$ cat src/rtl/key_expansion.sv
`timescale 1ns/1ps
// key_expansion: iterative AES-128 key schedule producing round keys 0..10 on a
// valid/ready stream. One S-box lookup per cycle; 4 SUB cycles plus 1 MIX cycle per round.
// Ports:
//   clk, rst       - clock, asynchronous active-high reset
//   start, key_in  - expansion request and cipher key (sampled in IDLE only)
//   round_key      - current round key {w0,w1,w2,w3}, byte 0 in bits [127:120]
//   round_idx      - index of round_key (0..10)
//   rk_valid/ready - output handshake
//   busy, done     - expansion in progress / one-cycle completion pulse
module key_expansion (
    input  logic         clk,
    input  logic         rst,
    input  logic         start,
    input  logic [127:0] key_in,
    output logic [127:0] round_key,
    output logic [3:0]   round_idx,
    output logic         rk_valid,
    input  logic         rk_ready,
    output logic         busy,
    output logic         done
);

    localparam int unsigned WORD_W = 32;
    localparam int unsigned IDX_W  = 4;
    localparam int unsigned CNT_W  = 2;

    // Forward AES S-box, entry 0 in the top byte.
    localparam logic [2047:0] SBOX_TBL = {
        128'h637c777bf26b6fc53001672bfed7ab76, 128'hca82c97dfa5947f0add4a2af9ca472c0,
        128'hb7fd9326363ff7cc34a5e5f171d83115, 128'h04c723c31896059a071280e2eb27b275,
        128'h09832c1a1b6e5aa0523bd6b329e32f84, 128'h53d100ed20fcb15b6acbbe394a4c58cf,
        128'hd0efaafb434d338545f9027f503c9fa8, 128'h51a3408f929d38f5bcb6da2110fff3d2,
        128'hcd0c13ec5f974417c4a77e3d645d1973, 128'h60814fdc222a908846eeb814de5e0bdb,
        128'he0323a0a4906245cc2d3ac629195e479, 128'he7c8376d8dd54ea96c56f4ea657aae08,
        128'hba78252e1ca6b4c6e8dd741f4bbd8b8a, 128'h703eb5664803f60e613557b986c11d9e,
        128'he1f8981169d98e949b1e87e9ce5528df, 128'h8ca1890dbfe6426841992d0fb054bb16
    };

    typedef enum logic [1:0] {IDLE, EMIT, SUB, MIX} state_t;

    state_t              state_q, state_d;
    logic [WORD_W-1:0]   w0_q, w1_q, w2_q, w3_q;
    logic [WORD_W-1:0]   w0_d, w1_d, w2_d, w3_d;
    logic [WORD_W-1:0]   temp_q, temp_d;
    logic [CNT_W-1:0]    sub_cnt_q, sub_cnt_d;
    logic [IDX_W-1:0]    idx_q, idx_d;
    logic                rk_valid_q, busy_q, done_q, done_d;
    logic [7:0]          sbox_in_c, sbox_out_c;

    // Rcon for the round being produced (idx 0 -> round 1).
    function automatic logic [7:0] rcon(input logic [IDX_W-1:0] idx);
        case (idx)
            4'd0:    rcon = 8'h01;
            4'd1:    rcon = 8'h02;
            4'd2:    rcon = 8'h04;
            4'd3:    rcon = 8'h08;
            4'd4:    rcon = 8'h10;
            4'd5:    rcon = 8'h20;
            4'd6:    rcon = 8'h40;
            4'd7:    rcon = 8'h80;
            4'd8:    rcon = 8'h1b;
            4'd9:    rcon = 8'h36;
            default: rcon = 8'h00;
        endcase
    endfunction

    // RotWord byte select: sub_cnt k reads byte (k+1) mod 4 of w3.
    always_comb begin
        sbox_in_c = w3_q[31:24];
        case (sub_cnt_q)
            2'd0:    sbox_in_c = w3_q[23:16];
            2'd1:    sbox_in_c = w3_q[15:8];
            2'd2:    sbox_in_c = w3_q[7:0];
            default: sbox_in_c = w3_q[31:24];
        endcase
    end

    // Entry i lives at bits [8*(255-i) +: 8], and 255-i is just ~i.
    assign sbox_out_c = SBOX_TBL[{~sbox_in_c, 3'b000} +: 8];

    // Next-state and datapath update.
    always_comb begin
        state_d   = state_q;
        w0_d      = w0_q;
        w1_d      = w1_q;
        w2_d      = w2_q;
        w3_d      = w3_q;
        temp_d    = temp_q;
        sub_cnt_d = sub_cnt_q;
        idx_d     = idx_q;
        done_d    = 1'b0;
        case (state_q)
            IDLE: begin
                if (start) begin
                    w0_d    = key_in[127:96];
                    w1_d    = key_in[95:64];
                    w2_d    = key_in[63:32];
                    w3_d    = key_in[31:0];
                    idx_d   = '0;
                    state_d = EMIT;
                end
            end
            EMIT: begin
                if (rk_ready) begin
                    if (idx_q == 4'd10) begin
                        done_d  = 1'b1;
                        state_d = IDLE;
                    end else begin
                        sub_cnt_d = '0;
                        state_d   = SUB;
                    end
                end
            end
            SUB: begin
                case (sub_cnt_q)
                    2'd0:    temp_d[31:24] = sbox_out_c;
                    2'd1:    temp_d[23:16] = sbox_out_c;
                    2'd2:    temp_d[15:8]  = sbox_out_c;
                    default: temp_d[7:0]   = sbox_out_c;
                endcase
                sub_cnt_d = CNT_W'(sub_cnt_q + CNT_W'(1));
                if (sub_cnt_q == 2'd3) begin
                    state_d = MIX;
                end
            end
            MIX: begin
                w0_d    = w0_q ^ temp_q ^ {rcon(idx_q), 24'h000000};
                w1_d    = w1_q ^ w0_d;
                w2_d    = w2_q ^ w1_d;
                w3_d    = w3_q ^ w2_d;
                idx_d   = IDX_W'(idx_q + IDX_W'(1));
                state_d = EMIT;
            end
            default: state_d = IDLE;
        endcase
    end

    // State and output registers.
    always_ff @(posedge clk or posedge rst) begin
        if (rst) begin
            state_q    <= IDLE;
            w0_q       <= '0;
            w1_q       <= '0;
            w2_q       <= '0;
            w3_q       <= '0;
            temp_q     <= '0;
            sub_cnt_q  <= '0;
            idx_q      <= '0;
            rk_valid_q <= 1'b0;
            busy_q     <= 1'b0;
            done_q     <= 1'b0;
        end else begin
            state_q    <= state_d;
            w0_q       <= w0_d;
            w1_q       <= w1_d;
            w2_q       <= w2_d;
            w3_q       <= w3_d;
            temp_q     <= temp_d;
            sub_cnt_q  <= sub_cnt_d;
            idx_q      <= idx_d;
            rk_valid_q <= (state_d == EMIT);
            busy_q     <= (state_d != IDLE);
            done_q     <= done_d;
        end
    end

    assign round_key = {w0_q, w1_q, w2_q, w3_q};
    assign round_idx = idx_q;
    assign rk_valid  = rk_valid_q;
    assign busy      = busy_q;
    assign done      = done_q;

endmodule

$ cat config.mk
export PLATFORM = sky130hd
export DESIGN_NAME = key_expansion
export DESIGN_NICKNAME = d
export VERILOG_FILES = /design/src/rtl/key_expansion.sv
export SDC_FILE = /design/constraint.sdc
export NUM_CORES = 1
export LEC_CHECK = 0
export BUFFER_PORTS_ARGS = -buffer_cell sky130_fd_sc_hd__buf_4
export CAP_MARGIN = 0
export CORE_MARGIN = 2
export CORE_UTILIZATION = 40
export DETAILED_ROUTE_END_ITERATION = 8
export PLACE_DENSITY_LB_ADDON = 0.1
export SLEW_MARGIN = 20
export SYNTH_ARGS = -nofsm -noshare
export SYNTH_HDL_FRONTEND = slang
export SYNTH_SLANG_ARGS = --single-unit
$ cat constraint.sdc
create_clock -name clk -period 6.2 [get_ports clk]
set_clock_uncertainty 0.1 [all_clocks]
set_input_delay 0 -clock clk [delete_from_list [all_inputs] [get_ports clk]]
set_output_delay 0 -clock clk [all_outputs]
set_load 0.03 [all_outputs]
==> results.md <==
* Status: finished, final reports clean
* Distinct cells, synth at 74
* Routed len/inst at 26.4 um
* Postcts setup bufs at 0
* Worst EP required at 6.41 ns
* CTS max path bufs at 2
* Initial Utilization at 40.6%
* Core ar. at approximately 31000 um2
* Starting DRT DRC Count at 1704
* GPL Wtd Cong at 1.04
* Fillers at 2794
* Simple-Gate Fraction of Synth Area at 13.9%
* Final setup viols at 0
* Clock Latency Late Sink at about 0.44 ns
* Mapped Cells at 1453
* Mux cell area share after synthesis at 2.36%
* Most area-consuming cells after synthesis: dfrtp_1 35%, nand2_1 5.3%, xor2_1 4.3%
* Count of input and output buffers at 266
* Synth Flop Type: dfrtp_1
* Crit path DAT at 5.48 ns
* Period utilization at 85.1%
* Hold Crit Class: primary input to flip-flop
* CP endpoint kind: flip-flop
* Area share of fa/ha/maj cells after synthesis at 1.92%
* Startpoint Class: flip-flop
* Top cells by count, synth: 175 x nand2_1, 171 x dfrtp_1, 104 x nor2_1
* Syn_nets at between 1500 and 2000
* Synthesized cell area at ~12000 um2
* Total global routing overflow at 0
* Vias per inst at 6.39
* # clock sinks at 171
* Register clock-pin slew on the reported worst setup and hold paths at about 0.070 ns
* Max cap viols at 0
* Asr flop ratio synth at 100%
* Post-route ant nets at 0
* Total number of vias at 14000
* Fin crit period at 5.28 ns
* Fraction of layout cells with a size suffix above 1 at a little over a fifth
* Number of buffers created by CTS at 17
* Worst-Margin Slew at 1.21 ns
* #FFs+latches synth at approximately 170
* Count leader, synth: nand2_1
* Synth area leader: dfrtp_1
* Mean Syn Cell Area at 8.52 um2
* Initial antenna violation count at 0
* Achievable Freq at 190 MHz
* DIE HEIGHT at 180 um
* Sequential area share after synthesis at around a third
* Compound-cell area share of the yosys netlist at 32.9%
* I/O pin count at between 200 and 300
* Nets at 1932
* Synthesis-to-layout area growth at 33.7%
* Setup TNS at 0 ns
* Slew Limit Fails at 0
* First-pass GRT wire length at 87200 um
* Post-synth EDFFs at 0
* Clock H-tree levels at 4
* Vias in the first global route at 13500
* Overall Global Routing Usage at 34.8%
* Remaining DRCs at 0
* Largest family of logic cells by synthesized area: compound AO/OA/AOI/OAI gates
* Routed Wire Length at 57800 um
* Maximum fanout along the worst path at 24
* CTS tree: yes
* Max-slew headroom at between 10% and 20%
* Final Hold Viols at 0
* Finished Core Util at 54.2%
* DRT Pass-1 Iters at 6
* Largest net degree at the start of global routing at around 110
* Post-Synth XOR/XNOR Area at roughly 8.3%
* Diodes inserted at 0
* RSZ-0062 raised after global routing: no
* Post-DP HPWL at about 40000 um
* Die W at roughly 180 um
* DIE AREA at 32400 um2
* Synth warn at 0
* Root buffer cell: clkbuf_16
* Worst Setup Path Type: flip-flop to flip-flop
* Std cell rows at 64
* Yosys top cell area share at 34.6%
==> registers in the layout, indices dropped and copies added (netlist names) <==
name / flops
sub_cnt_q: 2
w0_q: 32
round_idx: 4
done: 1
w2_q: 32
state_q: 2
rk_valid: 1
w3_q: 32
busy: 1
w1_q: 32
temp_q: 32
==> worst max-delay path, stage by stage, from the launching register on <==
cell      delay (ns)
dfrtp_1         0.42
inv_1           0.09
ha_1            0.35
a222oi_1        0.45
mux2_2          0.60
inv_2           0.38
ha_1            0.49
nor2b_1         0.22
a32oi_1         0.61
and3_1          0.26
a31oi_1         0.05
a221oi_1        0.41
nor4_1          0.13
a21oi_2         0.43
o21ai_1         0.13
==> routing by layer <==
layer / track usage [%] / wire (um) / vias up
met4: 13.1 / 2170 / 0
met1: 45.5 / 23500 / 6873
met3: 6.62 / 4880 / 175
met5: 0 / 0 / -
met2: 57.1 / 27200 / 790
li1: - / - / 6164
==> final timing paths <==
check / slack [ns] / end / cells past startpoint / from
setup / recovery: 0.92 / temp_q[19]$_DFFE_PP0P_ / 14 / sub_cnt_q[0]$_DFFE_PP0P_
hold / removal: 0.20 / w2_q[7]$_DFFE_PP0P_ / 4 / key_in[39]
setup reg to reg: 0.92 / temp_q[19]$_DFFE_PP0P_ / 14 / sub_cnt_q[0]$_DFFE_PP0P_
hold reg to reg: 0.45 / w1_q[24]$_DFFE_PP0P_ / 1 / w1_q[24]$_DFFE_PP0P_
max in group asynchronous: 4.24 / w0_q[3]$_DFFE_PP0P_ / 4 / rst
min in group asynchronous: 0.24 / w0_q[17]$_DFFE_PP0P_ / 3 / rst
==> placed cells by master (no fill, tap or decap), types with 19 or more instances in the layout <==
cell	n
a21oi_1	99
inv_1	24
xnor2_1	56
o21ai_0	85
mux2i_1	19
o22ai_1	38
xor2_1	61
a31oi_1	21
nand2_1	172
o221a_2	22
nand3_1	25
o211ai_1	50
o21ai_1	25
dfrtp_1	171
a211oi_1	36
a221o_1	30
dlygate4sd3_1	138
ha_1	19
buf_4	296
nor2_1	104
o311ai_0	29
nor3b_1	24
==> final cells by class <==
class                   instances  area, um2  share of cell area (%)
clock inverters                15        163                   0.983
inverters                      29        114                   0.688
well taps                     396        495                    3.00
clock buffers                  17        425                    2.57
flip-flops and latches        171       4280                    25.9
repair buffers                436       3640                    22.0
multi-input cells            1126       7420                    44.9
==> timing repair <==
| item | 4_1_cts | 5_1_grt |
|---|---|---|
| hold buffers | 138 | 0 |
| endpoints found under the hold margin | 230 | 0 |
| gates resized for setup | 0 | 0 |
==> through the flow <==
stage | cell area [um2] | setup slack (ns) | hold WS (ns) | cells
3_5_place_dp | 14600 | 1.07 | 0.113 | 2020
3_3_place_gp | 14600 | 1.09 | 0.101 | 2020
4_1_cts | 16500 | 1.03 | 0.189 | 2190
2_1_floorplan | 12400 | 1.47 | 0.0168 | 1453
6_report | 16500 | 0.924 | 0.204 | 2190
5_1_grt | 16500 | 0.803 | 0.194 | 2190
==> logic make-up after synthesis <==
family | after synthesis
XOR/XNOR | 117
adder cells (fa/ha/maj) | 19
AO/OA/AOI/OAI | 572
flip-flops | 171
multiplexers | 28
buffers and inverters | 156
AND/OR/NAND/NOR | 390
Power is left out: the tool's default activity adds up to more than one toggle a clock period on the data nets, which glitch-free logic cannot reach.
